===== src/rtl/irq_pkg.sv =====
// Shared types and constants for the interrupt arbiter.
// Used by irq_arbiter and irq_edge_detect.
package irq_pkg;

  localparam int NUM_SRC = 4;
  localparam int VEC_W   = 2;

  typedef enum logic [1:0] {
    IDLE,
    REQ,
    SERVICE,
    COOL
  } state_t;

  // First eligible source at or after start, wrapping modulo NUM_SRC.
  function automatic logic [VEC_W-1:0] pickSrc(
    input logic [NUM_SRC-1:0] elig,
    input logic [VEC_W-1:0]   start
  );
    logic [VEC_W-1:0] idx;
    logic [VEC_W-1:0] win;
    logic             found;
    win   = start;
    found = 1'b0;
    for (int k = 0; k < NUM_SRC; k++) begin
      idx = start + VEC_W'(k);
      if (!found && elig[idx]) begin
        win   = idx;
        found = 1'b1;
      end
    end
    return win;
  endfunction

endpackage


===== src/rtl/irq_edge_detect.sv =====
// Rising-edge detector on level interrupt lines.
// A registered copy of the input marks 0->1 transitions.
module irq_edge_detect
  import irq_pkg::*;
#(
  parameter int W = NUM_SRC
) (
  input  logic         clk,
  input  logic         rst_n,
  input  logic [W-1:0] level,
  output logic [W-1:0] rise
);

  logic [W-1:0] levelQ;

  always_ff @(posedge clk or negedge rst_n) begin
    if (!rst_n) levelQ <= '0;
    else        levelQ <= level;
  end

  assign rise = level & ~levelQ;

endmodule


===== src/rtl/irq_arbiter.sv =====
// Interrupt arbiter: latches edges, grants one source at a time.
// Define IRQ_ROUND_ROBIN_EN for round-robin; default is fixed priority.
module irq_arbiter #(
  parameter logic [31:0] IVT_BASE = 32'h0000_0000,
  parameter int          NUM_SRC  = 4
) (
  input  logic                      clk,
  input  logic                      rst_n,
  input  logic [NUM_SRC-1:0]        irq_src,
  input  logic                      mask_we,
  input  logic [NUM_SRC-1:0]        mask_wdata,
  input  logic                      stall,
  input  logic                      irq_ack,
  input  logic                      irq_done,
  output logic                      irq_req,
  output logic [irq_pkg::VEC_W-1:0] irq_vec,
  output logic [31:0]               ivt_addr,
  output logic [NUM_SRC-1:0]        pending,
  output logic                      busy
);

  import irq_pkg::*;

  state_t             state;
  logic [NUM_SRC-1:0] mask;
  logic [NUM_SRC-1:0] rise;
  logic [NUM_SRC-1:0] elig;
  logic [NUM_SRC-1:0] clrVec;
  logic [VEC_W-1:0]   start;
  logic [VEC_W-1:0]   winner;
  logic               ackHit;

  irq_edge_detect #(
    .W(NUM_SRC)
  ) uEdge (
    .clk  (clk),
    .rst_n(rst_n),
    .level(irq_src),
    .rise (rise)
  );

  assign elig   = pending & ~mask;
  assign ackHit = (state == REQ) && irq_ack;
  assign clrVec = ackHit ? (NUM_SRC'(1) << irq_vec) : '0;

`ifdef IRQ_ROUND_ROBIN_EN
  logic [VEC_W-1:0] rrPtr;

  always_ff @(posedge clk or negedge rst_n) begin
    if (!rst_n)      rrPtr <= '0;
    else if (ackHit) rrPtr <= irq_vec + 1'b1;
  end

  assign start = rrPtr;
`else
  assign start = '0;
`endif

  assign winner = pickSrc(elig, start);

  // A new edge on a bit being acked keeps it pending.
  always_ff @(posedge clk or negedge rst_n) begin
    if (!rst_n) begin
      pending <= '0;
      mask    <= '0;
    end else begin
      pending <= (pending & ~clrVec) | rise;
      if (mask_we) mask <= mask_wdata;
    end
  end

  always_ff @(posedge clk or negedge rst_n) begin
    if (!rst_n) begin
      state    <= IDLE;
      irq_req  <= 1'b0;
      irq_vec  <= '0;
      ivt_addr <= IVT_BASE;
      busy     <= 1'b0;
    end else begin
      unique case (state)
        IDLE: begin
          if (|elig && !stall) begin
            state    <= REQ;
            irq_req  <= 1'b1;
            irq_vec  <= winner;
            ivt_addr <= IVT_BASE + 32'(winner);
            busy     <= 1'b1;
          end
        end
        REQ: begin
          if (irq_ack) begin
            state   <= SERVICE;
            irq_req <= 1'b0;
          end
        end
        SERVICE: begin
          if (irq_done) state <= COOL;
        end
        COOL: begin
          state <= IDLE;
          busy  <= 1'b0;
        end
        default: begin
          state   <= IDLE;
          irq_req <= 1'b0;
          busy    <= 1'b0;
        end
      endcase
    end
  end

endmodule

===== config.mk =====
export PLATFORM = sky130hd
export DESIGN_NAME = irq_arbiter
export DESIGN_NICKNAME = d
export VERILOG_FILES = /design/src/rtl/irq_pkg.sv /design/src/rtl/irq_edge_detect.sv /design/src/rtl/irq_arbiter.sv
export SDC_FILE = /design/constraint.sdc
export NUM_CORES = 1
export LEC_CHECK = 0
export ABC_AREA = 1
export BUFFER_PORTS_ARGS = -buffer_cell sky130_fd_sc_hd__buf_2
export CAP_MARGIN = 10
export CELL_PAD_IN_SITES_DETAIL_PLACEMENT = 1
export CELL_PAD_IN_SITES_GLOBAL_PLACEMENT = 2
export CORE_UTILIZATION = 24
export CTS_CLUSTER_DIAMETER = 50
export CTS_CLUSTER_SIZE = 25
export DETAILED_ROUTE_END_ITERATION = 12
export GPL_ROUTABILITY_DRIVEN = 0
export GPL_TIMING_DRIVEN = 0
export PLACE_DENSITY_LB_ADDON = 0.1
export SLEW_MARGIN = 20
export SYNTH_ARGS = -nofsm -noshare
export SYNTH_HDL_FRONTEND = slang
export SYNTH_SLANG_ARGS = --single-unit

===== constraint.sdc =====
create_clock -name clk -period 1.42 [get_ports clk]
set_input_delay 0.213 -clock clk [delete_from_list [all_inputs] [get_ports clk]]
set_output_delay 0.213 -clock clk [all_outputs]
set_load 0.03 [all_outputs]

==> metrics.txt <==
Total Neg Setup Slack=0 ns; final setup fails=0; met3 WL=140 µm; Pre-antenna DRT Iters=3; post-placement cell count=between 200 and 250; vias in the first global route=~760; met2 wire length=slightly above 1000 µm; Worst VDD drop=366 µV; root buf cell=clkbuf_8; worst-path maximum fanout=4; via-per-instance ratio=3.55; final hold vios=0; RSZ-0062 raised after global routing=yes; antenna viol nets, final=0; gr ovfl total=0; via count=814; most common library cell in the layout ignoring fill and taps=buf_4; Seq/Total Area, Yosys=0.429; Tmin final=between 1 and 1.5 ns; fin util=0.343; kind of critical path=reg2reg; max layer used=met4; Die Span X=68.1 µm; CP arrival=about 1.5 ns; CP Buf/Inv Count=2; Worst Path Required=1.61 ns; largest net degree at the start of global routing=19; most frequent cells in the layout=buf_4 (33), conb_1 (30), buf_2 (23), nand2_1 (20), dfrtp_1 (18); Initial DRC Count=10; Clock Sinks=18; All-Layer GR Usage=0.0990; kind of end point of the critical path=flip-flop; cell family with the largest share of critical-path delay=simple AND/OR/NAND/NOR gates; drt total wl=~2100 µm; Register Area=between 400 and 500 µm²; outcome=finished, final reports clean; io pins=54; synth unique cells=14; Tot Pwr=2.25 mW; core box area=4090 µm²; full die area=4640 µm²; WL/cell=9.33 µm; antenna violations before repair=0; ANT cells=0; crit path cell chain=inv_1 -> ha_1 -> inv_1 -> or2_2 -> nand3_1 -> nand2_1 -> nand2_1; area delta synth->final=33.4%; Worst-Skew Late Latency=0.25 ns; clk slew on worst S/H paths=0.07 ns; first-pass GRT wire length=3360 µm; share of layout cells above drive strength 1=0.374; Final Net Count=199; YS warnings=0; synthesized area per cell=8.60 µm²; input/output buffers=23; Tcrit/Tclk final=0.923; max-cap violations=0; Layout fillers=about 520; H-tree Lvls=1; post-synthesis cell area=1050 µm²; Post-route DRC=0; Final HPWL DP=roughly 1800 µm; TritonCTS Buffers=3; Lkg Pwr=~0.81 nW; Slowest-stage cell, CP=dfrtp_1; Metal-1 WL=between 900 and 1000 µm; Max Clock Skew=0.00393 ns; Mapped Cells=122; initial core utilization=0.257; power per cell area=1610 nW/µm²; row count=23; Crit path largest cell delay=between 0.4 and 0.5 ns; clk buf depth=2; TritonCTS clock tree=yes; Final Non-Filler Cells=229; Hold WC Path Type=in2reg; Multi-input gate area=409 µm²; Slew Viols, Final=0; fmax=763 MHz; Seq cells post-synth=18; Vert. Die Dim=68.1 µm; Worst Setup Start Kind=flip-flop
area by class of cell:
type                            count  area share
Inverter                           17      0.0456
Clock buffer                        3      0.0295
Timing Repair Buffer               25      0.0947
Multi-Input combinational cell     84       0.292
Tap cell                           50      0.0447
Buffer                             32       0.172
Sequential cell                    18       0.322
state kept, by name (all words and copies together) (netlist names):
register      count
uEdge.levelQ      4
irq_req           1
state             2
mask              4
irq_vec           2
busy              1
pending           4
synth_stat cells:
cell type,number,area (µm²)
buf_4,32,240
conb_1,1,3.75
dfrtp_1,18,450
o21ai_0,15,75.1
nor2_1,1,3.75
ha_1,4,50.1
or2_2,1,6.26
inv_1,17,63.8
nand2_1,20,75.1
nand3_1,4,20.0
nand4_1,2,12.5
o21ai_2,1,8.76
nand2_2,4,25.0
o21a_1,2,15.0
worst register-to-register path: stages, from the launching register on:
cell and delay (ns):
dfrtp_1 0.42, inv_1 0.10, ha_1 0.15, inv_1 0.05, or2_2 0.29, nand3_1 0.12
nand2_1 0.07, nand2_1 0.06
metal layers:
metal | GRT usage | up-vias
met4 | 0.0547 | 0
met1 | 0.113 | 350
met3 | 0.0183 | 2
li1 | - | 428
met2 | 0.172 | 34
met5 | 0 | -
worst paths after layout:
kind | startpoint | end | slack, ns | cells after the start
max reg2reg | state[0] | state[1] | 0.11 | 7
max in group asynchronous | rst_n | pending[0] | 0.71 | 2
min reg2reg | uEdge.levelQ[2] | pending[2] | 0.42 | 1
max | state[0] | state[1] | 0.11 | 7
min in group asynchronous | rst_n | mask[2] | 0.43 | 2
min | irq_src[1] | uEdge.levelQ[1] | 0.08 | 1
per-stage QoR:
stage / cell area (µm²) / hold slack [ns] / worst slack (ns)
2_1_floorplan: 1160 / -0.0826 / 0.240
3_3_place_gp: 1340 / 0.164 / 0.101
3_5_place_dp: 1340 / 0.170 / 0.0709
4_1_cts: 1390 / 0.0722 / 0.0533
5_1_grt: 1400 / 0.0691 / -0.00720
6_report: 1400 / 0.0786 / 0.109
power breakdown:
part	switching [mW]	internal, mW
logic	0.728	0.399
clock network	0.158	0.188
registers	0.123	0.656
repair_timing:
| item | CTS | global route |
|---|---|---|
| setup endpoints to repair | 0 | 6 |
| setup buffers | 0 | 1 |
| hold buffers | 1 | 0 |
| resized for setup | 0 | 4 |
| hold endpoints to repair | 18 | 0 |
cells by family after synthesis:
| kind of cell | after synthesis | share of synthesized area |
|---|---|---|
| other cells | 1 | 0.00357 |
| fa+ha+maj | 4 | 0.0477 |
| flops | 18 | 0.429 |
| buf+inv | 49 | 0.290 |
| simple gates | 32 | 0.136 |
| compound gates | 18 | 0.0942 |
(Power assumes the default switching activity.)
